`config.mk`:
```
export PLATFORM = sky130hd
export DESIGN_NAME = pcreg
export DESIGN_NICKNAME = d
export VERILOG_FILES = /design/src/rtl/pcreg.sv
export SDC_FILE = /design/constraint.sdc
export NUM_CORES = 1
export LEC_CHECK = 0
export ABC_AREA = 1
export BUFFER_PORTS_ARGS = -buffer_cell sky130_fd_sc_hd__buf_2
export CAP_MARGIN = 30
export CORE_ASPECT_RATIO = 0.9
export CORE_MARGIN = 8
export CORE_UTILIZATION = 45
export CTS_BUF_LIST = sky130_fd_sc_hd__clkbuf_4 sky130_fd_sc_hd__clkbuf_8
export CTS_CLUSTER_SIZE = 25
export DETAILED_ROUTE_END_ITERATION = 8
export PLACE_DENSITY = 0.78
export SYNTH_ARGS = -nofsm -noshare
export SYNTH_HDL_FRONTEND = slang
export SYNTH_SLANG_ARGS = --single-unit
```
`constraint.sdc`:
```
create_clock -name clk -period 2 [get_ports clk]
set_input_delay 0.2 -clock clk [delete_from_list [all_inputs] [get_ports clk]]
set_output_delay 0.2 -clock clk [all_outputs]
set_load 0.005 [all_outputs]
```
`src/rtl/pcreg.sv`:
```
// -----------------------------------------------------------------------------
// pcreg -- program-counter register with load history and load counter
//
// Holds the current program-counter value and updates it from data_in on
// every rising clock edge where ena is high. It also keeps the value that was
// replaced by the most recent accepted load, and counts accepted loads with a
// saturating 32-bit counter. Every output comes straight from a flop.
//
// Optional feature (compile-time macro PCREG_ALIGN_CHECK_EN):
//   Defined   : on each accepted load, misalign captures whether data_in is
//               not word aligned (data_in[1:0] != 0). data_out stores data_in
//               unmodified. misalign holds while ena=0 and clears on reset.
//   Undefined : misalign is tied to 0 and no alignment logic is built.
//
// Parameters:
//   WIDTH       data path width, 8..64 (default 32)
//   RESET_VALUE value placed on data_out and data_prev by reset (default 0)
//
// Ports:
//   clk        in   1      clock, all state changes on the rising edge
//   rst        in   1      synchronous active-high reset (priority over ena)
//   ena        in   1      load enable
//   data_in    in   WIDTH  next program-counter value
//   data_out   out  WIDTH  current program-counter value
//   data_prev  out  WIDTH  data_out value before the most recent accepted load
//   load_cnt   out  32     accepted loads since reset, saturates at all-ones
//   misalign   out  1      alignment error flag (0 when feature compiled out)
// -----------------------------------------------------------------------------
module pcreg #(
  parameter int unsigned             WIDTH       = 32,
  parameter logic [WIDTH-1:0]        RESET_VALUE = '0
) (
  input  logic             clk,
  input  logic             rst,
  input  logic             ena,
  input  logic [WIDTH-1:0] data_in,
  output logic [WIDTH-1:0] data_out,
  output logic [WIDTH-1:0] data_prev,
  output logic [31:0]      load_cnt,
  output logic             misalign
);

  localparam logic [31:0] CNT_MAX = 32'hFFFF_FFFF;

  logic [WIDTH-1:0] data_out_q;
  logic [WIDTH-1:0] data_out_d;
  logic [WIDTH-1:0] data_prev_q;
  logic [WIDTH-1:0] data_prev_d;
  logic [31:0]      load_cnt_q;
  logic [31:0]      load_cnt_d;

  // Next-state for the value, history and counter registers.
  always_comb begin
    data_out_d  = data_out_q;
    data_prev_d = data_prev_q;
    load_cnt_d  = load_cnt_q;
    if (ena) begin
      data_out_d  = data_in;
      data_prev_d = data_out_q;
      // A load equal to the current value still counts as a load.
      if (load_cnt_q == CNT_MAX) begin
        load_cnt_d = load_cnt_q;
      end else begin
        load_cnt_d = load_cnt_q + 32'd1;
      end
    end else begin
      data_out_d  = data_out_q;
      data_prev_d = data_prev_q;
      load_cnt_d  = load_cnt_q;
    end
  end

  // State registers; reset is synchronous and wins over ena.
  always_ff @(posedge clk) begin
    if (rst) begin
      data_out_q  <= RESET_VALUE;
      data_prev_q <= RESET_VALUE;
      load_cnt_q  <= 32'd0;
    end else begin
      data_out_q  <= data_out_d;
      data_prev_q <= data_prev_d;
      load_cnt_q  <= load_cnt_d;
    end
  end

  assign data_out  = data_out_q;
  assign data_prev = data_prev_q;
  assign load_cnt  = load_cnt_q;

`ifdef PCREG_ALIGN_CHECK_EN
  logic misalign_q;
  logic misalign_d;

  // Flag is refreshed only by an accepted load, otherwise it holds.
  always_comb begin
    misalign_d = misalign_q;
    if (ena) begin
      misalign_d = (data_in[1:0] != 2'b00);
    end else begin
      misalign_d = misalign_q;
    end
  end

  // Alignment flag register.
  always_ff @(posedge clk) begin
    if (rst) begin
      misalign_q <= 1'b0;
    end else begin
      misalign_q <= misalign_d;
    end
  end

  assign misalign = misalign_q;
`else
  assign misalign = 1'b0;
`endif

endmodule

```
==> impl_metrics.tcl, run 1 <==
set metrics [dict create \
    clk_latency_ps 360 \
    overflow 0 \
    drt_drc_violations_left 0 \
    wirelength_mm 11.2 \
    p_sw_mw 1.00 \
    synth_seq_area_share_pct 47.6 \
    io_buffers 130 \
    grt_start_max_net_pins 67 \
    area_delta_synth_final_pct 22.2 \
    cp-startpoint "load_cnt[1]" \
    ant_nets 0 \
    slew_violations 0 \
    rsz0062_at_grt "false" \
    p_seq_share_pct 56.4 \
    whs_path_depth 2 \
    drt_pass1_iterations 4 \
    place.gp.congestion 0.847 \
    row_count 32 \
    cts_sinks 96 \
    grt_first_pass_wirelength_mm 18.5 \
    drv_cap 0 \
    fin_setup_tns_ps 0 \
    synth_top_area_cell "dfxtp_1" \
    dp_hpwl_mm 8.15 \
    layoutNonFillerInstCount 832 \
    yosysWarnings 0 \
    cts_tree "done" \
    antenna_cells 0 \
    r2r_cells 10 \
    antenna_found_initial 1 \
    synth_cell_type_count 23 \
    placed_cells 816 \
    die_h_um 106 \
    start_util_pct 46.7 \
    slowest_delay_ps 400 \
    avgRoutedWirePerCell_um 13.4 \
    syn_area_sq_mm 0.00404 \
    root_buffer "clkbuf_8" \
    drive_above_1_share_pct 22.6 \
    synth_area_leaders "dfxtp_1 (48%), nor2_1 (20%), nand2_1 (8.3%)" \
    synth_cells 593 \
    grt.total_usage_pct 18.3 \
    slew-limit-headroom_pct 56.6 \
    finalCritPeriodShare_pct 88.5 \
    cp.required_ps 2250 \
    vias_per_cell 5.01 \
    cts_setup_buffers 0 \
    whs_ps 28.7 \
    htree_num_levels 3 \
    cp.arrival_ps 2020 \
    grt_pass1_vias 3974 \
    p_total_mw 3.64 \
    tightest_slew_ps 652 \
    coreArea_sq_mm 0.00865 \
    num-nets-final 744 \
    synth_seq_cells 96 \
    clk_pin_slew_ps 90 \
    power_density_mw_per_mm2 738 \
    comb_power_share_pct 9.5 \
    cts_made_buffers 9 \
    postCtsHoldBufs 0 \
    hold_viol 0 \
    power.share.switching_pct 27.5 \
    cpMaxStageDelayCell "dfxtp_1" \
    synth_top_area_share_pct 47.6 \
    r2r_start "load_cnt[1]" \
    drt-initial-drc-count 276 \
    die_x_um 116 \
    die_area_sq_mm 0.0123 \
    worst_clock_skew_ps 10.4 \
    synthesis.nets 629 \
    hold_path_class "in2reg" \
    hp-start "rst" \
    avgSynthCellArea_sq_um 6.81 \
    path_max_fanout 4 \
    worstSetupStartpointType "flip-flop" \
    clkPwrFrac_pct 34.0 \
    peakVddDrop_mv 0.397 \
    endpoint_kind "flip-flop" \
    fin_crit_ps 1770 \
    status "finished clean" \
    cts_buffer_depth 2 \
    via_count 4166 \
    p_int_mw 2.64 \
    cp_cell_sequence "ha_1, inv_1, nor2_2, nand2_1, nor2_1, nand2_1, nor2_1, nand3_1, nand2_1, nor2_1" \
    io_pins 132 \
    fmax_mhz 565 \
    crit_type "reg2reg" \
    power.static_leakage_nw 2.30 \
    finalSetupViolations 0 \
]
==> flip-flops by register name, indices dropped and copies added, names as in the netlist <==
| signal | cells |
|---|---|
| load_cnt | 32 |
| data_out | 32 |
| data_prev | 32 |
==> path summary, 6_finish.rpt <==
kind / slack (ps) / end
setup reg to reg: 230 / load_cnt[28]
hold / removal: 30 / load_cnt[1]
hold reg to reg: 500 / data_prev[17]
setup / recovery: 230 / load_cnt[28]
==> what timing repair did <==
item	CTS	global route
gates resized for setup	0	3
hold endpoints to repair	0	0
setup endpoints to repair	0	8
==> final cells by class <==
type                    count  area [sq um]
repair buffers            136           712
clock inverters             7          70.1
inverters                  23          86.3
flip-flops and latches     96          1920
well taps                 119           149
clock buffers               9           124
fillers                   834          3710
multi-input cells         442          1870
==> critical path: cells and delay by family (launching register included) <==
kind / cells / cell delay, ps
fa+ha+maj: 1 / 220
buf+inv: 1 / 60
flops: 1 / 400
simple gates: 8 / 980
==> synth_stat cells <==
cell type and number:
nor2_1 210, dfxtp_1 96, nand2_1 89, o21ai_0 65
nand3_1 34, a21oi_1 28, inv_1 21, clkbuf_1 18
buf_1 6, nand4_1 6, buf_6 4, buf_2 2
buf_4 2, inv_2 2, nor2_2 2, a31oi_1 1
and2_1 1, conb_1 1, ha_1 1, nand3_2 1
nor2b_1 1, nor3_2 1, xor2_1 1
==> kinds of logic (layout without fill, tap and decap cells) <==
logic type,Yosys count,in the layout,synth area share [%]
XOR/XNOR,1,1,0.217
flip-flops,96,96,47.6
adder cells (fa/ha/maj),1,1,0.310
other,1,1,0.0928
buffers and inverters,55,175,6.10
AND/OR/NAND/NOR,345,345,34.0
AO/OA/AOI/OAI,94,94,11.7
==> stage by stage <==
| stage | instance area [sq um] | worst slack (ps) | util (%) |
|---|---|---|---|
| finish | 4940 | 230 | 57.1 |
| detailed placement | 4740 | 237 | 54.8 |
| floorplan | 4040 | 415 | - |
| global placement | 4740 | 325 | 54.8 |
| global route | 4940 | 10.7 | 57.1 |
| CTS | 4930 | 198 | 57.0 |
==> cells in the final DEF, fill, tap and decap left out <==
cell      synthesis  final
buf_6             4      1
o21ai_0          65     65
conb_1            1      1
nor2_2            2      3
dfxtp_2           0      1
nand3_2           1      1
inv_2             2      3
nor3_2            1      1
xor2_1            1      1
nand2_1          89     89
and2_1            1      1
dfxtp_1          96     95
clkinv_8          0      1
buf_2             2    130
inv_1            21     20
inv_8             0      2
nand3_1          34     34
nor2_1          210    209
a21oi_1          28     28
nand4_1           6      6
clkinv_4          0      1
buf_4             2      4
buf_12            0      1
ha_1              1      1
clkinv_2          0      1
clkbuf_8          0      9
nor2b_1           1      1
a31oi_1           1      1
inv_6             0      2
==> power groups by stage <==
| stage | Sequential (mW) | Combinational, mW | Clock (mW) |
|---|---|---|---|
| 4_1_cts | 2.06 | 0.353 | 1.28 |
| 6_report | 2.06 | 0.347 | 1.24 |
| 3_5_place_dp | 2.10 | 0.352 | 0 |
| 5_1_grt | 2.07 | 0.396 | 1.35 |
| 2_1_floorplan | 2.10 | 0.171 | 0 |
| 3_3_place_gp | 2.09 | 0.344 | 0 |
==> layer usage <==
layer / GRT usage, % / share of wire (%) / routed length (um) / vias to the layer above
li1: - / - / - / 2116
met1: 21.6 / 42 / 4720 / 1908
met2: 28.8 / 46 / 5130 / 130
met3: 8.09 / 10 / 1160 / 10
met4: 6.66 / 1.2 / 131 / 2
met5: 0 / 0.11 / 12 / -
Power figures use the tool's default switching activity.
==> run 2: changes to the inputs <==
==> constraint.sdc (replaced) <==
create_clock -name clk -period 2 [get_ports clk]
set_input_delay 0.4 -clock clk [delete_from_list [all_inputs] [get_ports clk]]
set_output_delay 0.4 -clock clk [all_outputs]
set_load 0.005 [all_outputs]
==> run 2 against run 1 <==
Compared with the run above:
- hold slack gained 220 ps
- clock skew about the same
- highest routed layer unchanged
- clock power barely moved
- largest cell class unchanged
==> impl_metrics.tcl, run 2 (synthesized netlist as in run 1, its figures left out) <==
set metrics [dict create \
    fin_setup_tns_ps 0 \
    io_buffers 130 \
    cp.arrival_ps 2010 \
    power.share.switching_pct 27.2 \
    drive_above_1_share_pct 22.5 \
    power.static_leakage_nw 2.30 \
    path_max_fanout 5 \
    clk_latency_ps 360 \
    dp_hpwl_mm 8.48 \
    p_sw_mw 0.993 \
    grt_start_max_net_pins 67 \
    comb_power_share_pct 9.6 \
    cts_setup_buffers 0 \
    antenna_cells 0 \
    grt.total_usage_pct 18.8 \
    worst_clock_skew_ps 10.4 \
    grt_first_pass_wirelength_mm 19.0 \
    layout_common_cells "nor2_1 (210), buf_2 (130), dfxtp_1 (96)" \
    die_x_um 116 \
    coreArea_sq_mm 0.00865 \
    drt_drc_violations_left 0 \
    cp.required_ps 2260 \
    start_util_pct 46.7 \
    antenna_found_initial 1 \
    whs_ps 244 \
    crit_type "reg2reg" \
    ant_nets 0 \
    hold_path_class "in2reg" \
    utilization_pct 57.1 \
    finalCritPeriodShare_pct 87.6 \
    clk_pin_slew_ps 100 \
    area_delta_synth_final_pct 22.2 \
    drt-initial-drc-count 245 \
    vias_per_cell 5.09 \
    status "finished clean" \
    die_h_um 106 \
    postCtsHoldBufs 0 \
    num-nets-final 746 \
    fin_ws_ps 249 \
    place.gp.congestion 0.873 \
    cts_tree "done" \
    fmax_mhz 571 \
    peakVddDrop_mv 0.513 \
    die_area_sq_mm 0.0123 \
    endpoint_kind "flip-flop" \
    avgRoutedWirePerCell_um 13.8 \
    htree_num_levels 3 \
    worstSetupStartpointType "flip-flop" \
    drv_cap 0 \
    mostFrequentLayoutCell "nor2_1" \
    p_seq_share_pct 56.5 \
    root_buffer "clkbuf_8" \
    grt_pass1_vias 4082 \
    rsz0062_at_grt "false" \
    drt_pass1_iterations 5 \
    p_int_mw 2.65 \
    tightest_slew_ps 649 \
    cts_buffer_depth 2 \
    row_count 32 \
    cts_made_buffers 9 \
    cts_sinks 96 \
    power_density_mw_per_mm2 738 \
    wirelength_mm 11.5 \
    clkPwrFrac_pct 33.9 \
    stdcell_area_sq_mm 0.00494 \
    dp_slack_ps 275 \
    io_pins 132 \
    hold_viol 0 \
    ctsResizeCount 0 \
    fin_crit_ps 1750 \
    slew-limit-headroom_pct 56.7 \
    reg2reg_slack_ps 250 \
    via_count 4247 \
    slew_violations 0 \
    finalSetupViolations 0 \
    overflow 0 \
    placedInstanceArea_sq_mm 0.00475 \
]
## run 2: cell count changes in the layout (fill, tap and decap cells not counted)
cell,previous run,this run
buf_4,4,7
clkinv_8,1,0
dfxtp_1,95,96
nor2_1,209,210
nor2_2,3,2
inv_6,2,5
clkinv_2,1,0
clkbuf_4,0,1
clkinv_4,1,0
buf_6,1,0
inv_8,2,1
dfxtp_2,1,0
## run 2: metal layers
metal | vias to the layer above | part of all wire, % | GRT usage [%]
li1 | 2117 | - | -
met1 | 1951 | 41 | 21.5
met2 | 157 | 46 | 30.2
met3 | 20 | 11 | 8.71
met4 | 2 | 2.2 | 6.66
met5 | - | 0.070 | 0
## run 2: cell type report
cell class              count  area (sq um)
fillers                   851          3710
flip-flops and latches     96          1920
multi-input cells         442          1870
repair buffers            138           723
well taps                 119           149
clock buffers              10           131
inverters                  23          86.3
clock inverters             6          55.1
## run 2: worst paths after layout
path / startpoint / depth (start not counted) / to
setup / recovery: load_cnt[0] / 10 / load_cnt[20]
hold / removal: rst / 2 / load_cnt[2]
setup reg to reg: load_cnt[0] / 10 / load_cnt[20]
hold reg to reg: data_out[10] / 2 / data_prev[10]
## run 2: stage by stage
stage                     total power [mW]  instances
after floorplan                       2.27        593
after global placement                2.44        818
after detailed placement              2.45        818
after CTS                             3.69        834
after global routing                  3.82        834
final                                 3.65        834
## run 2: power groups by stage
stage / clock network, mW / logic (mW) / registers, mW
final: 1.24 / 0.349 / 2.06
after global routing: 1.35 / 0.397 / 2.07
after CTS: 1.28 / 0.355 / 2.06
after detailed placement: 0 / 0.354 / 2.10
after global placement: 0 / 0.346 / 2.09
after floorplan: 0 / 0.171 / 2.10
## run 2: worst max-delay path: stages (launching register included)
cell and delay, ps:
dfxtp_1 420, ha_1 230, inv_1 60, nor2_2 140, nand2_1 80, nor2_1 260, nand2_1 110, nor2_1 160
nand3_1 100, nand2_1 70, nor2_1 40
==> run 3: changes to the inputs <==
Settings changed: CORE_UTILIZATION 45 to 47, PLACE_DENSITY 0.78 to 0.84, SKIP_CTS_REPAIR_TIMING from default to 1.
Clock period 2 ns to 1.6 ns, I/O delays scaled along.
==> run 3 against run 2 <==
Compared with the run above:
- clock skew rose by 0.52 ps
- critical path type unchanged
- setup slack got worse by 340 ps
- fmax rose by 3.4%
- hold slack got worse by 95 ps
- via count rose by 5.6%
- the flow now finishes with violations (setup timing)
- register-to-register slack got worse by 340 ps
- largest cell class is now multi-input gates
==> impl_metrics.tcl, run 3 (synthesized netlist as in run 1, its figures left out) <==
set metrics [dict create \
    failed_checks "setup timing" \
    hold_viol 0 \
    fin_ws_ps -93.8 \
    drt-initial-drc-count 352 \
    crit_type "reg2reg" \
    peakVddDrop_mv 0.515 \
    whs_endpoint "load_cnt[1]" \
    rsz0062_at_grt "true" \
    power.static_leakage_nw 2.55 \
    fin_crit_ps 1690 \
    layout_common_cells "nor2_1 (188), buf_2 (130), nand2_1 (80)" \
    finalCritPeriodShare_pct 106 \
    hold_path_class "in2reg" \
    ant_nets 0 \
    htree_num_levels 3 \
    avgRoutedWirePerCell_um 14.8 \
    die_h_um 104 \
    reg2reg_slack_ps -90 \
    fillCellCount 717 \
    r2r_start "load_cnt[13]" \
    cp_cell_sequence "buf_4, nand2_1, nor2_2, inv_1, nor2_1, nand2_1, nor2_2, nand3_2, nand2_1, nor2_1" \
    dp_hpwl_mm 8.39 \
    finalSetupViolations 20 \
    whs_path_depth 2 \
    cp.arrival_ps 1940 \
    io_pins 132 \
    crit_top_cell "nand2_1" \
    clk_pin_slew_ps 100 \
    slowest_delay_ps 380 \
    start_util_pct 47.8 \
    worst_clock_skew_ps 10.9 \
    cp-startpoint "load_cnt[13]" \
    num-nets-final 775 \
    layoutNonFillerInstCount 864 \
    area_delta_synth_final_pct 36.6 \
    status "finished, violations left" \
    cpMaxStageDelayCell "dfxtp_1" \
    slew_violations 0 \
    grt_start_max_net_pins 59 \
    io_buffers 130 \
    mostFrequentLayoutCell "nor2_1" \
    row_count 32 \
    cts_buffer_depth 2 \
    coreArea_sq_mm 0.00845 \
    fmax_mhz 590 \
    cts_sinks 96 \
    clk_latency_ps 360 \
    hp-start "rst" \
    worstReg2RegEnd "load_cnt[31]" \
    place.gp.congestion 0.915 \
    power_density_mw_per_mm2 821 \
    endpoint_kind "flip-flop" \
    worst-path-buf-inv 2 \
    drt_drc_violations_left 0 \
    root_buffer "clkbuf_8" \
    placed_cells 841 \
    antenna_found_initial 2 \
    worstSetupStartpointType "flip-flop" \
    overflow 0 \
    multi_input_area_sq_mm 0.00210 \
    grt_pass1_vias 4292 \
    cts_made_buffers 9 \
    vias_per_cell 5.19 \
    whs_ps 149 \
    r2r_cells 10 \
    wirelength_mm 12.8 \
    grt_first_pass_wirelength_mm 19.3 \
    via_count 4483 \
    drt_pass1_iterations 5 \
    regArea_sq_mm 0.00197 \
    p_total_mw 4.53 \
    drive_above_1_share_pct 35.3 \
    drv_cap 0 \
    cp_top_family "simple AND/OR/NAND/NOR gates" \
    cts_tree "done" \
    path_max_fanout 4 \
    worst-path-stages 10 \
    die_x_um 114 \
    grt.total_usage_pct 19.6 \
    cp.required_ps 1850 \
    die_area_sq_mm 0.0118 \
]
run 3: changes by cell type in the layout (fill, tap and decap cells not counted), moves of 5 or more:
cell and delta:
dfxtp_2 +11, a21oi_1 -14, nor2_4 +6, nand3_2 +5
nor2_1 -22, nand3_1 -6, nand2_1 -9, dfxtp_1 -19
a21oi_2 +14, buf_4 +22, nand2_2 +6, dfxtp_4 +8
nor2_2 +16
run 3: through the flow:
step / util (%) / worst slack, ps / TNS (ps) / area [sq um]
after floorplan: - / 14.6 / 0 / 4040
after global placement: 58.4 / 10.8 / 0 / 4940
after detailed placement: 58.4 / -49.8 / -95.2 / 4940
after CTS: 60.7 / -117 / -228 / 5130
after global routing: 65.3 / -148 / -2870 / 5520
final: 65.3 / -93.8 / -410 / 5520
run 3: area by class of cell:
cell class,instances,area share (%)
flip-flops and latches,96,35.6
diodes,1,0.0454
clock inverters,6,0.930
multi-input cells,442,38.1
inverters,23,1.56
repair buffers,167,18.5
well taps,119,2.70
clock buffers,10,2.49
run 3: how the worst max path moves through the flow:
| stage | to | slack [ps] |
|---|---|---|
| floorplan | load_cnt[27] | 10 |
| global placement | load_cnt[26] | 10 |
| detailed placement | load_cnt[22] | -50 |
| CTS | load_cnt[26] | -120 |
| global route | load_cnt[5] | -150 |
| finish | load_cnt[31] | -90 |
run 3: per-layer routing:
metal,routed length (um),GRT usage [%]
met5,8,0
met4,273,6.37
met3,1350,8.53
met2,6140,32.1
met1,4980,22.3
run 3: power by group:
group,internal [mW],switching [mW]
sequential,2.49,0.0686
clock,0.633,0.885
combinational,0.202,0.255
total,3.32,1.21
